## src/rtl/memory_stage.sv

```systemverilog
// MEM stage: EX/MEM consumer, req/ack data-memory port, MEM/WB register.
// Optional abort of stuck accesses: define MEM_TIMEOUT_EN.
module memory_stage #(
  parameter int DATA_W         = 32,
  parameter int REG_W          = 4,
  parameter int TIMEOUT_CYCLES = 255
) (
  input  logic              Clk,
  input  logic              reset,
  input  logic              PCSrcM,
  input  logic              RegWriteM,
  input  logic              MemToRegM,
  input  logic              MemWriteM,
  input  logic [DATA_W-1:0] ALUResultM,
  input  logic [DATA_W-1:0] WriteDataM,
  input  logic [REG_W-1:0]  WA3M,
  output logic              MemReq,
  output logic              MemWe,
  output logic [DATA_W-1:0] MemAddr,
  output logic [DATA_W-1:0] MemWData,
  input  logic              MemAck,
  input  logic [DATA_W-1:0] MemRData,
  output logic              StallM,
  output logic [DATA_W-1:0] ADataMem,
  output logic              PCSrcW,
  output logic              RegWriteW,
  output logic              MemToRegW,
  output logic [DATA_W-1:0] ReadDataW,
  output logic [DATA_W-1:0] ALUOutW,
  output logic [REG_W-1:0]  WA3W,
  output logic [DATA_W-1:0] ResultW,
  output logic              MemErr
);

  typedef enum logic {
    S_IDLE,
    S_WAIT
  } state_t;

  state_t state_q, state_d;

  logic              access;
  logic              timeout;
  logic              load_done;
  logic              enter_wait;
  logic              addr_lat_we;
  logic [DATA_W-1:0] addr_q;
  logic [DATA_W-1:0] data_q;
  logic              we_q;

  assign access   = MemToRegM | MemWriteM;
  assign ADataMem = ALUResultM;

  always_comb begin
    state_d  = state_q;
    MemReq   = 1'b0;
    StallM   = 1'b0;
    MemWe    = MemWriteM;
    MemAddr  = ALUResultM;
    MemWData = WriteDataM;
    unique case (state_q)
      S_IDLE: begin
        MemReq = access;
        StallM = access & ~MemAck;
        if (access && !MemAck)
          state_d = S_WAIT;
      end
      S_WAIT: begin
        MemWe    = we_q;
        MemAddr  = addr_q;
        MemWData = data_q;
        MemReq   = ~timeout;
        StallM   = ~MemAck & ~timeout;
        if (MemAck || timeout)
          state_d = S_IDLE;
      end
      default: state_d = S_IDLE;
    endcase
    // Reset kills an in-flight request without waiting for an edge
    if (!reset) begin
      MemReq = 1'b0;
      StallM = 1'b0;
    end
  end

  assign enter_wait  = (state_q == S_IDLE) && (state_d == S_WAIT);
  assign addr_lat_we = enter_wait;
  assign load_done   = MemReq & MemAck & MemToRegM;

  always_ff @(posedge Clk or negedge reset) begin
    if (!reset) begin
      state_q <= S_IDLE;
      addr_q  <= '0;
      data_q  <= '0;
      we_q    <= 1'b0;
    end else begin
      state_q <= state_d;
      if (addr_lat_we) begin
        addr_q <= ALUResultM;
        data_q <= WriteDataM;
        we_q   <= MemWriteM;
      end
    end
  end

  always_ff @(posedge Clk or negedge reset) begin
    if (!reset) begin
      PCSrcW    <= 1'b0;
      RegWriteW <= 1'b0;
      MemToRegW <= 1'b0;
      ReadDataW <= '0;
      ALUOutW   <= '0;
      WA3W      <= '0;
    end else if (!StallM) begin
      PCSrcW    <= PCSrcM & ~timeout;
      RegWriteW <= RegWriteM & ~timeout;
      MemToRegW <= MemToRegM;
      ALUOutW   <= ALUResultM;
      WA3W      <= WA3M;
      if (load_done)
        ReadDataW <= MemRData;
    end else begin
      PCSrcW    <= 1'b0;
      RegWriteW <= 1'b0;
      MemToRegW <= 1'b0;
    end
  end

  assign ResultW = MemToRegW ? ReadDataW : ALUOutW;

`ifdef MEM_TIMEOUT_EN
  localparam int CW = $clog2(TIMEOUT_CYCLES + 1);

  logic [CW-1:0] cnt_q;
  logic          err_q;

  // Last permitted WAIT cycle doubles as the abort cycle
  assign timeout = (state_q == S_WAIT) && !MemAck &&
                   (cnt_q == CW'(TIMEOUT_CYCLES - 1));
  assign MemErr  = err_q;

  always_ff @(posedge Clk or negedge reset) begin
    if (!reset) begin
      cnt_q <= '0;
      err_q <= 1'b0;
    end else begin
      if (enter_wait)
        cnt_q <= '0;
      else if (state_q == S_WAIT)
        cnt_q <= cnt_q + 1'b1;
      if (timeout)
        err_q <= 1'b1;
    end
  end
`else
  logic unused_cfg;

  assign unused_cfg = |TIMEOUT_CYCLES;
  assign timeout    = 1'b0;
  assign MemErr     = 1'b0;
`endif

endmodule
```

## config.mk

```make
export PLATFORM = sky130hd
export DESIGN_NAME = memory_stage
export DESIGN_NICKNAME = d
export VERILOG_FILES = /design/src/rtl/memory_stage.sv
export SDC_FILE = /design/constraint.sdc
export NUM_CORES = 1
export LEC_CHECK = 0
export ABC_AREA = 1
export CAP_MARGIN = 30
export CORE_MARGIN = 4
export CORE_UTILIZATION = 35
export CTS_CLUSTER_DIAMETER = 100
export DETAILED_ROUTE_END_ITERATION = 10
export MAX_ROUTING_LAYER = met4
export PLACE_DENSITY = 0.7
export SKIP_LAST_GASP = 1
export SYNTH_ARGS = -nofsm -noshare
export SYNTH_HDL_FRONTEND = slang
export SYNTH_SLANG_ARGS = --single-unit
export TNS_END_PERCENT = 50
```

## constraint.sdc

```tcl
create_clock -name Clk -period 2.7 [get_ports Clk]
set_input_delay 0.54 -clock Clk [delete_from_list [all_inputs] [get_ports Clk]]
set_output_delay 0.54 -clock Clk [all_outputs]
set_load 0.02 [all_outputs]
```

==> metrics.log <==
INFO  metric final.min_clock_period = 2.66 ns
INFO  metric globalRouteMet2Util = 35.3%
INFO  metric timing.critical_path.arrival = 2.12 ns
INFO  metric dp_cells = 1322
INFO  metric globalplace.congestion = 0.799
INFO  metric die_height = 148 um
INFO  metric fraction_of_the_yosys_area_taken_by_sequential_cells = 49.9%
INFO  metric antenna_found_initial = 1
INFO  metric tightest_slew = 0.900 ns
INFO  metric p_per_area = 656 nW/um^2
INFO  metric yosysTopAreaCell = sky130_fd_sc_hd__dfrtp_1
INFO  metric synth-compound-area-share = 13.2%
INFO  metric synth_adder_area_share = 0%
INFO  metric area_share_of_xor_xnor_cells_in_the_synthesized_design = 0%
INFO  metric grt_pass1_wl = 34700 um
INFO  metric ys_ff_latch = 137
INFO  metric cts-htree-levels = 4
INFO  metric global_route.peak_usage_layer = met2
INFO  metric drv_slew = 0
INFO  metric post_synth_main_area_contributors = sky130_fd_sc_hd__dfrtp_1, sky130_fd_sc_hd__nand2_1, sky130_fd_sc_hd__o21ai_0
INFO  metric largest_family_of_logic_cells_by_synthesized_area = simple AND/OR/NAND/NOR gates
INFO  metric hold_buffers = 0
INFO  metric achievable-frequency = 376 MHz
INFO  metric core_area = 19000 sq um
INFO  metric globalRouteOverflowTotal = 0
INFO  metric final_layout_size_suffix_gt1_share = 11.8%
INFO  metric yosys.cell_types.count = 19
INFO  metric cts.sinks = 137
INFO  metric grtUsageTotal = 20.8%
INFO  metric post_synthesis_share_of_cell_area_spent_on_and_or_nand_and_nor_gates = 17.1%
INFO  metric ioPinCount = 310
INFO  metric overall_via_count_from_detail_route = 6261
INFO  metric floorplan.initialDensity = 36.1%
INFO  metric numPortBuffers = 308
INFO  metric detail_route.wirelength = 22200 um
INFO  metric post_drt_via_cell_ratio = 4.62
INFO  metric yosys.cell_count.top_type = sky130_fd_sc_hd__nand2_1
INFO  metric post-route-drc-count = 0
INFO  metric grtUsageMet1 = 23.8%
INFO  metric postLayoutCoreUtil = 55.7%
INFO  metric timing.critical_path.fanout_max = 47
INFO  metric drv_cap = 0
INFO  metric yosys-top-cells-count = sky130_fd_sc_hd__nand2_1, sky130_fd_sc_hd__dfrtp_1, sky130_fd_sc_hd__o21ai_0
INFO  metric synth_fp_nets = 911
INFO  metric detailed_placement_wirelength_estimate = 16400 um
INFO  metric die_boundary_width = 148 um
INFO  metric library_cell_used_as_clock_root_buffer = sky130_fd_sc_hd__clkbuf_16
INFO  metric worstSetupStartpointType = flip-flop
INFO  metric postPlaceCellArea = 10000 sq um
INFO  metric numCtsBuffers = 17
INFO  metric drt_first_iter_violations = 314
INFO  metric final_min_period_over_clock_period = 98.4%
INFO  metric timing.final.setup_violations = 0
INFO  metric layout-area-overhead-vs-synth = 54.3%
INFO  metric post_drt_wl_per_cell = 16.4 um
INFO  metric final_cells = 1354
INFO  metric min-delay-path-class = in -> async
INFO  metric type_of_the_worst_setup_path = reg -> out
INFO  metric groute.layer.met3.usage = 7.07%
INFO  metric post-layout-total-power = 6.95 mW
INFO  metric grt_max_degree = 107
INFO  metric yosys.area.top_type_share = 49.9%
INFO  metric worstSkewPairLatency = 0.41 ns
INFO  metric finish.instance_area = 10600 sq um
INFO  metric final-hold-violation-count = 0
INFO  metric first_global_vias = 6206
INFO  metric element_type_at_the_critical_path_end = primary output
INFO  metric ys.warnings.count = 0
INFO  metric synth_top_flop_cell = sky130_fd_sc_hd__dfrtp_1
INFO  metric power_leakage = 4.98 nW
INFO  metric post_synth_inst_count = 804
INFO  metric timing.slew.headroom = 40.0%
INFO  metric maximum_vdd_drop = 0.415 mV
INFO  metric post_synth_mux_area_share = 5.25%
INFO  metric crit_required = 2.16 ns
INFO  metric clock_tree_from_tritoncts = built
INFO  metric detailedRoute.firstPassIterationCount = 7
INFO  metric row_count = 50
INFO  metric fin_skew = 0.00462 ns
INFO  metric post_synth.cell_area_avg = 8.54 sq um
INFO  metric drt.antenna.violating_nets = 0
INFO  metric asyncSetResetFlopFracSynth = 100%
INFO  metric clk_transition_reported_paths = 0.06 ns
INFO  metric ctsLongestPathBuffers = 2
INFO  metric synth.cell_area = 6870 sq um
INFO  metric reg2reg_slack = 1.04 ns
INFO  metric post_synth_edffs = 0
INFO  metric holdWs = 0.175 ns
INFO  metric die_area = 21900 sq um
INFO  metric status = finished clean
INFO  metric layout.nets = 1188
INFO  metric rsz0062_at_grt = true
## cells in the final DEF (no fill, tap or decap), drive strengths merged, types with 4 or more instances in the layout
| cell type | instances |
|---|---|
| clkdlybuf4s50 | 306 |
| nand2 | 238 |
| o21ai | 161 |
| dfrtp | 137 |
| inv | 105 |
| buf | 38 |
| nand4 | 36 |
| mux2 | 32 |
| clkbuf | 19 |
| clkinv | 5 |
| nor2 | 4 |
## repair_timing
| action | 4_1_cts | 5_1_grt |
|---|---|---|
| setup endpoints to repair | 0 | 2 |
| resized for setup | 0 | 1 |
| setup buffers | 0 | 0 |
## sequential cells by signal (all words and copies together), names as in the netlist
register / cells
ALUOutW: 32
ReadDataW: 32
addr_q: 32
data_q: 32
WA3W: 4
MemToRegW: 1
PCSrcW: 1
RegWriteW: 1
state_q: 1
we_q: 1
## cell type report
class / instances / area [sq um]
well taps: 260 / 325
fillers: 1779 / 8420
diodes: 1 / 2.50
flip-flops and latches: 137 / 3430
multi-input cells: 476 / 2440
inverters: 104 / 390
clock buffers: 19 / 443
repair buffers: 345 / 3410
clock inverters: 12 / 150
## logic make-up (layout without fill, tap and decap cells)
kind of cell,after synthesis,after routing
AOI/OAI and AO/OA,162,162
and+or+nand+nor,281,281
other,1,2
muxes,32,32
DFF,137,137
buffers and inverters,191,480
## layer usage
layer / up-vias / part of all wire [%]
met2: 242 / 51
met3: 16 / 9.2
met4: 0 / 1.1
met5: - / 0
met1: 2922 / 39
li1: 3081 / -
## report_power, final
group / switching [mW] / leakage [nW] / internal, mW
logic: 1.06 / 3.02 / 0.984
registers: 0.199 / 1.68 / 2.34
clock network: 0.900 / 0.285 / 1.47
## per-stage QoR
step | TNS [ns] | worst slack (ns)
5_1_grt | -0.00754 | -0.00754
2_1_floorplan | 0 | 0.885
3_3_place_gp | 0 | 0.0965
3_5_place_dp | 0 | 0.0686
4_1_cts | 0 | 0.0246
6_report | 0 | 0.0421
## path summary, 6_finish.rpt
path / startpoint / end / cells past startpoint
min in group Clk: reset / MemToRegW / 4
worst min-delay path: reset / ReadDataW[18] / 2
max in group asynchronous: reset / addr_q[8] / 2
worst max register to register: state_q / ALUOutW[4] / 6
worst min register to register: data_q[9] / data_q[9] / 2
worst max-delay path: state_q / MemAddr[29] / 3
## worst max-delay path, stage by stage, from the launching register on
cell and delay, ns:
sky130_fd_sc_hd__dfrtp_4 0.51, sky130_fd_sc_hd__buf_12 0.18, sky130_fd_sc_hd__o21ai_0 0.31, sky130_fd_sc_hd__clkdlybuf4s50_1 0.68
Note: power is estimated with default switching activity, not from simulation.
